==> config.mk <==
export PLATFORM = sky130hd
export DESIGN_NAME = instr_fetch
export DESIGN_NICKNAME = d
export VERILOG_FILES = /design/src/rtl/riscv_pkg.sv /design/src/rtl/fetch_pc_reg.sv /design/src/rtl/instr_fetch.sv
export SDC_FILE = /design/constraint.sdc
export NUM_CORES = 1
export LEC_CHECK = 0
export CAP_MARGIN = 0
export CORE_MARGIN = 1.5
export CORE_UTILIZATION = 27
export DETAILED_ROUTE_END_ITERATION = 16
export HOLD_SLACK_MARGIN = 0.05
export MAX_ROUTING_LAYER = met4
export SLEW_MARGIN = 0
export SYNTH_ARGS = -nofsm -noshare
export SYNTH_HDL_FRONTEND = slang
export SYNTH_SLANG_ARGS = --single-unit
==> constraint.sdc <==
create_clock -name clk -period 1.72 [get_ports clk]
set_input_delay 0.43 -clock clk [delete_from_list [all_inputs] [get_ports clk]]
set_output_delay 0.43 -clock clk [all_outputs]
set_load 0.03 [all_outputs]
==> src/rtl/riscv_pkg.sv <==
// riscv_pkg: shared RV32 opcode constants, canonical NOP and fetch FSM state encoding
package riscv_pkg;
  localparam logic [6:0] OP_RTYPE  = 7'b0110011;
  localparam logic [6:0] OP_ITYPE  = 7'b0010011;
  localparam logic [6:0] OP_LOAD   = 7'b0000011;
  localparam logic [6:0] OP_STORE  = 7'b0100011;
  localparam logic [6:0] OP_BRANCH = 7'b1100011;
  localparam logic [6:0] OP_JAL    = 7'b1101111;
  localparam logic [6:0] OP_LUI    = 7'b0110111;
  localparam logic [31:0] NOP_INSTR = 32'h0000_0013;
  typedef enum logic [1:0] {ISSUE, WAIT, HOLD, FLUSH} fetch_state_e;
endpackage

==> src/rtl/fetch_pc_reg.sv <==
// fetch_pc_reg: program counter with reset value, +4 step and word-aligned redirect load
module fetch_pc_reg #(
  parameter logic [31:0] RESET_PC = 32'h0000_0000
) (
  input  logic        clk,
  input  logic        rst_n,
  input  logic        load,
  input  logic [31:0] target,
  input  logic        inc,
  output logic [31:0] pc
);
  always_ff @(posedge clk or negedge rst_n)
    if (!rst_n) pc <= RESET_PC;
    else if (load) pc <= {target[31:2], 2'b00};
    else if (inc) pc <= pc + 32'd4;
endmodule

==> src/rtl/instr_fetch.sv <==
// instr_fetch: single-outstanding instruction fetch FSM feeding decode with a registered instr/pc pair
module instr_fetch #(
  parameter logic [31:0] RESET_PC  = 32'h0000_0000,
  parameter logic [31:0] NOP_INSTR = riscv_pkg::NOP_INSTR
) (
  input  logic        clk,
  input  logic        rst_n,
  output logic        imem_req,
  output logic [31:0] imem_addr,
  input  logic        imem_valid,
  input  logic [31:0] imem_rdata,
  input  logic        instr_ready,
  input  logic        redirect_valid,
  input  logic [31:0] redirect_pc,
  output logic [31:0] instr,
  output logic        instr_valid,
  output logic [6:0]  opcode,
  output logic [31:0] pc_out
);
  import riscv_pkg::*;
  fetch_state_e state, state_nx;
  logic [31:0] pc;
  logic take;
  fetch_pc_reg #(.RESET_PC(RESET_PC)) u_pc (
    .clk(clk),
    .rst_n(rst_n),
    .load(redirect_valid),
    .target(redirect_pc),
    .inc(state == HOLD && instr_ready),
    .pc(pc)
  );
  // a redirect in ISSUE suppresses the request so no stale fetch is ever left in flight
  assign imem_req  = rst_n && state == ISSUE && !redirect_valid;
  assign imem_addr = pc;
  assign take      = state == WAIT && imem_valid && !redirect_valid;
  assign opcode    = instr[6:0];
  always_ff @(posedge clk or negedge rst_n)
    if (!rst_n) state <= ISSUE;
    else state <= state_nx;
  always_comb begin
    state_nx = state;
    unique case (state)
      ISSUE: state_nx = redirect_valid ? ISSUE : WAIT;
      WAIT:  state_nx = redirect_valid ? (imem_valid ? ISSUE : FLUSH) : (imem_valid ? HOLD : WAIT);
      HOLD:  state_nx = (redirect_valid || instr_ready) ? ISSUE : HOLD;
      FLUSH: state_nx = imem_valid ? ISSUE : FLUSH;
    endcase
  end
  // instr is valid exactly while in HOLD; any other state shows the NOP
  always_ff @(posedge clk or negedge rst_n)
    if (!rst_n) begin
      instr       <= NOP_INSTR;
      instr_valid <= 1'b0;
      pc_out      <= RESET_PC;
    end else begin
      instr       <= take ? imem_rdata : (state_nx == HOLD ? instr : NOP_INSTR);
      instr_valid <= state_nx == HOLD;
      pc_out      <= take ? pc : pc_out;
    end
endmodule

==> impl_metrics.tcl, run 1 <==
set metrics [dict create \
    status "finished with violations" \
    violations "setup timing" \
    dr.pass1.iters 5 \
    n_antenna_cell 0 \
    final.min_clock_period_ns 1.87 \
    ir_drop_uv 505 \
    cp_slowest_cell "or4_4" \
    hold_violations 0 \
    p_leak_nw 3.32 \
    setup_slack_ns -0.147 \
    gp_congestion 0.793 \
    synthFlopType "dfrtp_1" \
    wirelength_um 14300 \
    r2r_setup_slack_ns -0.15 \
    drive_above_1_share_pct 34.0 \
    placed_cell_area_mm2 0.00688 \
    start_util_pct 27.7 \
    finalPower_mw 9.13 \
    p_per_area_mw_per_mm2 1230 \
    root_buffer "clkbuf_16" \
    worst-r2r-cell-count 7 \
    hp-class "in -> async" \
    fill_cells 1512 \
    overflow 0 \
    cts.sinks 95 \
    syn2layout_area_growth_pct 68.6 \
    crit_family "simple AND/OR/NAND/NOR gates" \
    cp_max_fo 6 \
    dieArea_mm2 0.0171 \
    regArea_mm2 0.00240 \
    worstMarginPinSlew_ns 0.522 \
    timing.critical_path.to "u_pc.pc[26]" \
    row_count 46 \
    critPathKind "reg -> reg" \
    slew_violations 0 \
    routed_via_density 4.80 \
    finalCritPeriodShare_pct 109 \
    end_kind "flop" \
    ys_seq_area_share_pct 54.1 \
    grt_usage_pct 16.7 \
    layout_commonest_cell "dfrtp_1" \
    rr_endpoint "u_pc.pc[26]" \
    crit_buf_inv 3 \
    ant_nets 0 \
    antenna_found_initial 0 \
    crit_start "state[0]" \
    relSlewSlack_pct 65.2 \
    yosys_warnings 0 \
    cp.depth 7 \
    cp_cell_sequence "buf_6 > buf_6 > and3b_2 > nand4_1 > buf_6 > or4_4 > a31oi_4" \
    grt_max_degree 96 \
    first_iter_violations 137 \
    cts_buffers 9 \
    htreeDepth 3 \
    worstPathRequired_ns 2.00 \
    dp_hpwl_um 9750 \
    place_ws_ns -0.731 \
    skew_ns 0.00790 \
    avgRoutedWirePerCell_um 16.8 \
    ios 174 \
    max_stage_delay_ns 0.52 \
    multiInputGateArea_mm2 0.00199 \
    syn-cell-area_mm2 0.00440 \
    layout_common_cells "dfrtp_1, dlygate4sd2_1, buf_4" \
    fp.dieW_um 131 \
    fin_hold_ws_ns 0.189 \
    cap_violations 0 \
    setup_violations 46 \
    drc 0 \
    clk_latency_ns 0.35 \
    coreArea_mm2 0.0159 \
    die_y_um 131 \
    grt_pass1_vias 4062 \
    netlist_instances 391 \
    cp.arrival_ns 2.14 \
    fin_area_mm2 0.00742 \
    grt_pass1_wl_um 21400 \
    start_kind "flop" \
    netlist-cell-type-count 46 \
    cts.clk_slew.worst_paths_ns 0.07 \
    r2r-start "state[0]" \
    max_freq_mhz 536 \
    synth_edf_count 0 \
    cts_tree "done" \
    ys_async_sr_fraction_pct 100 \
    io_buffers 167 \
    synth_seq_cells 95 \
    rsz0062_at_grt "yes" \
    cts_buffer_depth 2 \
    critPathMostFrequentCell "buf_6" \
    num_vias 4093 \
    layout.nets 703 \
    avgSynthCellArea_um2 11.2 \
]
[routing by layer]
layer  track usage (%)  up-vias  wire (um)
li1                  -     1926          -
met5                 -        -          0
met2              25.9      115       6970
met1              21.9     2039       6540
met4              5.95        0        196
met3              3.34       13        636
[cell type report]
| class | instances | area share, % |
|---|---|---|
| clock inverter | 6 | 0.624 |
| tap | 216 | 3.64 |
| clock buffer | 10 | 3.22 |
| multi-input combinational | 253 | 26.9 |
| sequential | 95 | 32.3 |
| timing repair buffer | 259 | 32.6 |
| inverter | 13 | 0.692 |
[cells by family (layout without fill, tap and decap cells)]
kind of cell	Yosys count	count (layout)	synth area share [%]
mux	31	31	7.91
buf+inv	47	288	5.41
other cells	1	4	0.0853
compound gates	86	86	14.0
xor+xnor	12	12	2.39
flops	95	95	54.1
simple gates	116	117	15.2
fa+ha+maj	3	3	0.854
[what timing repair did]
action,CTS,global route
gates cloned,4,1
endpoints found under the hold margin,0,0
setup buffers,12,5
gates resized for setup,158,33
pin swaps,16,15
hold buffers,0,0
setup endpoints to repair,180,96
[where the power goes]
part	internal, mW	switching, mW
Combinational	1.84	2.27
Sequential	2.78	0.309
Clock	1.03	0.907
Total	5.65	3.48
[synthesized netlist by cell type (all sizes together), types with 3 or more instances]
master	count	area, um2
dfrtp	92	2300
a22o	30	263
mux2	30	338
nand2	23	86.3
buf	22	144
o21ai	21	105
nor2	17	63.8
a31oi	14	87.6
or4	14	109
inv	13	48.8
clkbuf	12	45.0
nand4	12	75.1
nand3	11	65.1
o31ai	8	60.1
nor2b	7	43.8
xnor2	7	61.3
nor4	6	37.5
or3	6	38.8
a21oi	5	25.0
nor3	5	25.0
xor2	5	43.8
and4	4	35.0
dfstp	3	78.8
ha	3	37.5
[how the worst min path moves through the flow]
stage,cells after the start,startpoint,slack [ns],endpoint
2_1_floorplan,0,rst_n,0.13,instr[10]
3_5_place_dp,2,instr[0],0.47,instr[0]
5_1_grt,2,rst_n,0.24,pc_out[17]
6_report,2,rst_n,0.19,pc_out[18]
3_3_place_gp,2,instr[1],0.46,instr[1]
4_1_cts,2,rst_n,0.22,pc_out[29]
[sequential cells by signal, summed over array words and instances, names as in the netlist]
register	flops
pc_out	30
instr_valid	1
state	2
instr	32
u_pc.pc	30
[per-stage QoR]
stage                     std cells  TNS, ns  utilization (%)
final                           852    -3.69             46.7
after CTS                       847    -3.60             46.2
after detailed placement        815   -49.05             43.3
after floorplan                 394   -11.58                -
after global placement          815   -45.52             43.3
after global routing            852    -6.58             46.7
(Power assumes the default switching activity.)
==> run 2, diff against run 1 <==
--- a/config.mk
+++ b/config.mk
@@ -6,6 +6,7 @@
 export NUM_CORES = 1
 export LEC_CHECK = 0
 export CAP_MARGIN = 0
+export CORE_ASPECT_RATIO = 1.1
 export CORE_MARGIN = 1.5
 export CORE_UTILIZATION = 27
 export DETAILED_ROUTE_END_ITERATION = 16
==> run 2 against run 1 <==
The run still ends with setup timing left. Non-clock buffer count is 5 higher. Setup slack got worse by 0.038 ns. Worst hold slack got worse by 0.026 ns. Maximum frequency is 2.0% lower. Via count rose by 1.1%. Clock skew is 0.0023 ns lower. Flip-flop and latch count did not move. Sequential share of layout area down 0.39 points.
==> impl_metrics.tcl, run 2 (synthesized netlist as in run 1, its figures left out) <==
set metrics [dict create \
    grt_max_degree 96 \
    ir_drop_uv 570 \
    critPathKind "reg -> out" \
    cts_tree "done" \
    worstPathRequired_ns 1.29 \
    grt_pass1_wl_um 22900 \
    final.min_clock_period_ns 1.91 \
    fp.dieW_um 125 \
    wirelength_um 14400 \
    cts_buffer_depth 2 \
    clk_latency_ns 0.35 \
    dp_hpwl_um 9740 \
    end_kind "output port" \
    cts.sinks 95 \
    violations "setup timing" \
    cts.hold.buffers_added 0 \
    routed_via_density 4.92 \
    htreeDepth 3 \
    ant_nets 0 \
    largest_reg_flops 32 \
    setup_violations 46 \
    crit_start "state[1]" \
    die_y_um 137 \
    r2r-start "state[0]" \
    fill_cells 1473 \
    start_kind "flop" \
    fin_cells 841 \
    relSlewSlack_pct 64.7 \
    p_per_area_mw_per_mm2 1250 \
    hp-class "in -> async" \
    cp_max_fo 2 \
    p_leak_nw 3.40 \
    antenna_found_initial 0 \
    drc 0 \
    reg_top3 "instr (32), pc_out (30), u_pc.pc (30)" \
    cp.arrival_ns 1.48 \
    place_ws_ns -0.686 \
    drive_above_1_share_pct 35.6 \
    post-route-util_pct 47.6 \
    fin_hold_ws_ns 0.163 \
    worst-r2r-cell-count 6 \
    hold_violations 0 \
    dr.pass1.iters 4 \
    syn2layout_area_growth_pct 70.9 \
    cts_buffers 9 \
    io_buffers 167 \
    layout_common_cells "dlygate4sd2_1, dfrtp_1, buf_4" \
    avgRoutedWirePerCell_um 17.2 \
    dp_cells 795 \
    ios 174 \
    finalCritPeriodShare_pct 111 \
    first_iter_violations 167 \
    grt_usage_pct 17.4 \
    gp_congestion 0.832 \
    grt_pass1_vias 4390 \
    coreArea_mm2 0.0158 \
    slew_violations 0 \
    skew_ns 0.00556 \
    layout_commonest_cell "dlygate4sd2_1" \
    max_freq_mhz 525 \
    dieArea_mm2 0.0171 \
    top_register "instr" \
    start_util_pct 27.8 \
    worstMarginPinSlew_ns 0.530 \
    cap_violations 0 \
    status "finished with violations" \
    n_antenna_cell 0 \
    rsz0062_at_grt "yes" \
    setup_slack_ns -0.186 \
    cts.clk_slew.worst_paths_ns 0.07 \
    layout.nets 708 \
    root_buffer "clkbuf_16" \
    tns_ns -4.89 \
    row_count 48 \
    num_vias 4139 \
    overflow 0 \
]
run 2: what timing repair did:
item	in CTS	in global routing
gates cloned	4	0
pin swaps	27	28
setup endpoints to repair	179	83
buffers inserted	16	11
resized for setup	164	46
run 2: final timing paths:
kind / endpoint / slack (ns)
max: imem_req / -0.19
min: u_pc.pc[8] / 0.16
max reg2reg: instr[25] / -0.16
min reg2reg: instr[15] / 0.49
max in group asynchronous: u_pc.pc[26] / 1.13
min in group clk: instr[15] / 0.49
run 2: cell type report:
| cell class | instances | area (um2) | share of cell area, % |
|---|---|---|---|
| clock buffers | 9 | 225 | 3.00 |
| clock inverters | 7 | 63.8 | 0.849 |
| inverters | 13 | 51.3 | 0.683 |
| multi-input cells | 253 | 2070 | 27.5 |
| flip-flops and latches | 95 | 2400 | 31.9 |
| well taps | 200 | 250 | 3.33 |
| repair buffers | 264 | 2460 | 32.7 |
run 2: through the flow:
stage | cell area, um2 | power (mW)
3_3_place_gp | 6840 | 7.06
5_1_grt | 7510 | 9.83
6_report | 7510 | 9.36
3_5_place_dp | 6840 | 7.15
4_1_cts | 7380 | 9.40
2_1_floorplan | 4570 | 5.29
run 2: worst max-delay path: stages (launching register included):
cell     delay, ns
dfrtp_2       0.43
buf_6         0.12
buf_6         0.11
nor3_4        0.17
and2_4        0.18
buf_12        0.11
run 2: routing by layer:
metal	vias up	global-route usage [%]	wire length [um]
li1	1926	-	-
met1	2056	21.1	6210
met2	137	29.4	7330
met3	20	3.60	664
met4	0	5.36	233
met5	-	-	0
run 2: power breakdown:
group	switching, mW	total, mW	internal, mW	leakage, nW
Clock	0.885	2.00	1.12	0.149
Sequential	0.311	3.10	2.78	1.15
Combinational	2.33	4.26	1.93	2.10
==> run 3, diff against run 2 <==
--- a/config.mk
+++ b/config.mk
@@ -10,6 +10,7 @@
 export CORE_MARGIN = 1.5
 export CORE_UTILIZATION = 27
 export DETAILED_ROUTE_END_ITERATION = 16
+export DONT_BUFFER_PORTS = 1
 export HOLD_SLACK_MARGIN = 0.05
 export MAX_ROUTING_LAYER = met4
 export SLEW_MARGIN = 0
==> run 3 against run 2 <==
The run ends with hold timing, setup timing left. Wire length is 16% lower. Largest cell class is now sequential cells. Die area stayed put. Critical endpoint is now u_pc.pc[22]. Critical path depth is 2 higher.
==> impl_metrics.tcl, run 3 (synthesized netlist as in run 1, its figures left out) <==
set metrics [dict create \
    cts_tree "done" \
    antenna_found_initial 0 \
    row_count 48 \
    routed_via_density 5.14 \
    relSlewSlack_pct 61.5 \
    reg_top3 "instr (32), pc_out (30), u_pc.pc (30)" \
    status "finished with violations" \
    num_vias 3374 \
    setup_violations 43 \
    cts_buffers 9 \
    p_per_area_mw_per_mm2 1440 \
    drive_above_1_share_pct 39.4 \
    start_kind "flop" \
    overflow 0 \
    n_antenna_cell 0 \
    worstPathRequired_ns 1.98 \
    fp.dieW_um 125 \
    gp_congestion 0.856 \
    dr.pass1.iters 4 \
    slew_violations 0 \
    first_iter_violations 118 \
    violations "hold timing, setup timing" \
    tns_ns -2.10 \
    ios 174 \
    layout.nets 524 \
    avgRoutedWirePerCell_um 18.5 \
    hold_violations 95 \
    cap_violations 0 \
    grt_max_degree 97 \
    die_y_um 137 \
    root_buffer "clkbuf_16" \
    start_util_pct 27.8 \
    ir_drop_uv 678 \
    end_kind "flop" \
    critPathKind "reg -> reg" \
    largest_reg_flops 32 \
    layout_common_cells "dfrtp_1, buf_4, mux2_2, a22o_1, nand2_1" \
    finalCritPeriodShare_pct 106 \
    max_freq_mhz 551 \
    skew_ns 0.00695 \
    wirelength_um 12200 \
    hp-class "in -> async" \
    cts.clk_slew.worst_paths_ns 0.07 \
    worstMarginPinSlew_ns 0.578 \
    p_leak_nw 2.37 \
    fin_area_mm2 0.00571 \
    dieArea_mm2 0.0171 \
    cp.arrival_ns 2.08 \
    placed_cell_area_mm2 0.00513 \
    top_register "instr" \
    cp_max_fo 8 \
    fin_hold_ws_ns -0.227 \
    grt_pass1_wl_um 18500 \
    rsz0062_at_grt "yes" \
    htreeDepth 3 \
    layout_commonest_cell "dfrtp_1" \
    place_ws_ns -0.196 \
    cts.sinks 95 \
    drc 0 \
    dp_hpwl_um 8620 \
    ant_nets 0 \
    cts_buffer_depth 2 \
    syn2layout_area_growth_pct 29.9 \
    coreArea_mm2 0.0158 \
    grt_pass1_vias 3474 \
    grt_usage_pct 14.2 \
    final.min_clock_period_ns 1.82 \
    io_buffers 0 \
    clk_latency_ns 0.35 \
    setup_slack_ns -0.0953 \
]
## run 3: cell types whose count changed in the layout (fill, tap and decap cells not counted), moves of 5 or more
cell / before / now
clkdlybuf4s15_1: 5 / 0
buf_4: 73 / 65
buf_6: 15 / 9
dlygate4sd2_1: 78 / 0
clkdlybuf4s15_2: 8 / 0
clkdlybuf4s50_1: 62 / 0
buf_12: 9 / 4
clkbuf_2: 10 / 0
## run 3: metrics by stage
step                      instances  utilization (%)  power, mW
after floorplan                 394                -       5.29
after global placement          630             32.5       5.79
after detailed placement        630             32.5       5.88
after CTS                       652             35.0       8.01
after global routing            657             36.2       8.62
final                           657             36.2       8.22
## run 3: timing repair
item | in CTS | in global routing
buffers inserted | 5 | 2
gates resized for setup | 13 | 23
setup endpoints to repair | 47 | 64
pin swaps | 19 | 14
cloned | 1 | 3
endpoints found under the hold margin | 95 | 95
## run 3: area by class of cell
| type | count | area (um2) |
|---|---|---|
| multi-input combinational | 253 | 1990 |
| clock buffer | 10 | 239 |
| tap | 200 | 250 |
| fill | 1540 | 10100 |
| inverter | 13 | 51.3 |
| clock inverter | 6 | 67.6 |
| timing repair buffer | 80 | 719 |
| sequential | 95 | 2400 |
## run 3: worst paths after layout
check | start | to | slack, ns | cells past startpoint
max | state[0] | u_pc.pc[22] | -0.1 | 7
min | rst_n | pc_out[8] | -0.23 | 0
max reg2reg | state[0] | u_pc.pc[22] | -0.1 | 7
min reg2reg | instr[1] | instr[1] | 0.63 | 2
max in group asynchronous | rst_n | instr[1] | 1.72 | 0
min in group clk | redirect_valid | u_pc.pc[3] | 0.19 | 1
## run 3: routing by layer
metal	GRT usage (%)	part of all wire, %
met3	4.07	6.6
met4	4.85	1.8
met1	17.2	41
met5	-	0
met2	22.9	50
## run 3: worst max-delay path, cell delays in order, from the launching register on
cell and delay, ns:
dfrtp_1 0.38, buf_6 0.13, and3b_2 0.27, buf_6 0.11, nand4_1 0.13, buf_6 0.17, or4_1 0.39, a31oi_1 0.15
## run 3: power by group
| part | total (mW) | leakage (nW) | internal, mW | switching [mW] |
|---|---|---|---|---|
| sequential | 4.12 | 1.15 | 2.77 | 1.35 |
| combinational | 2.05 | 1.08 | 1.08 | 0.974 |
| clock | 2.04 | 0.145 | 1.17 | 0.870 |
| total | 8.22 | 2.37 | 5.02 | 3.19 |
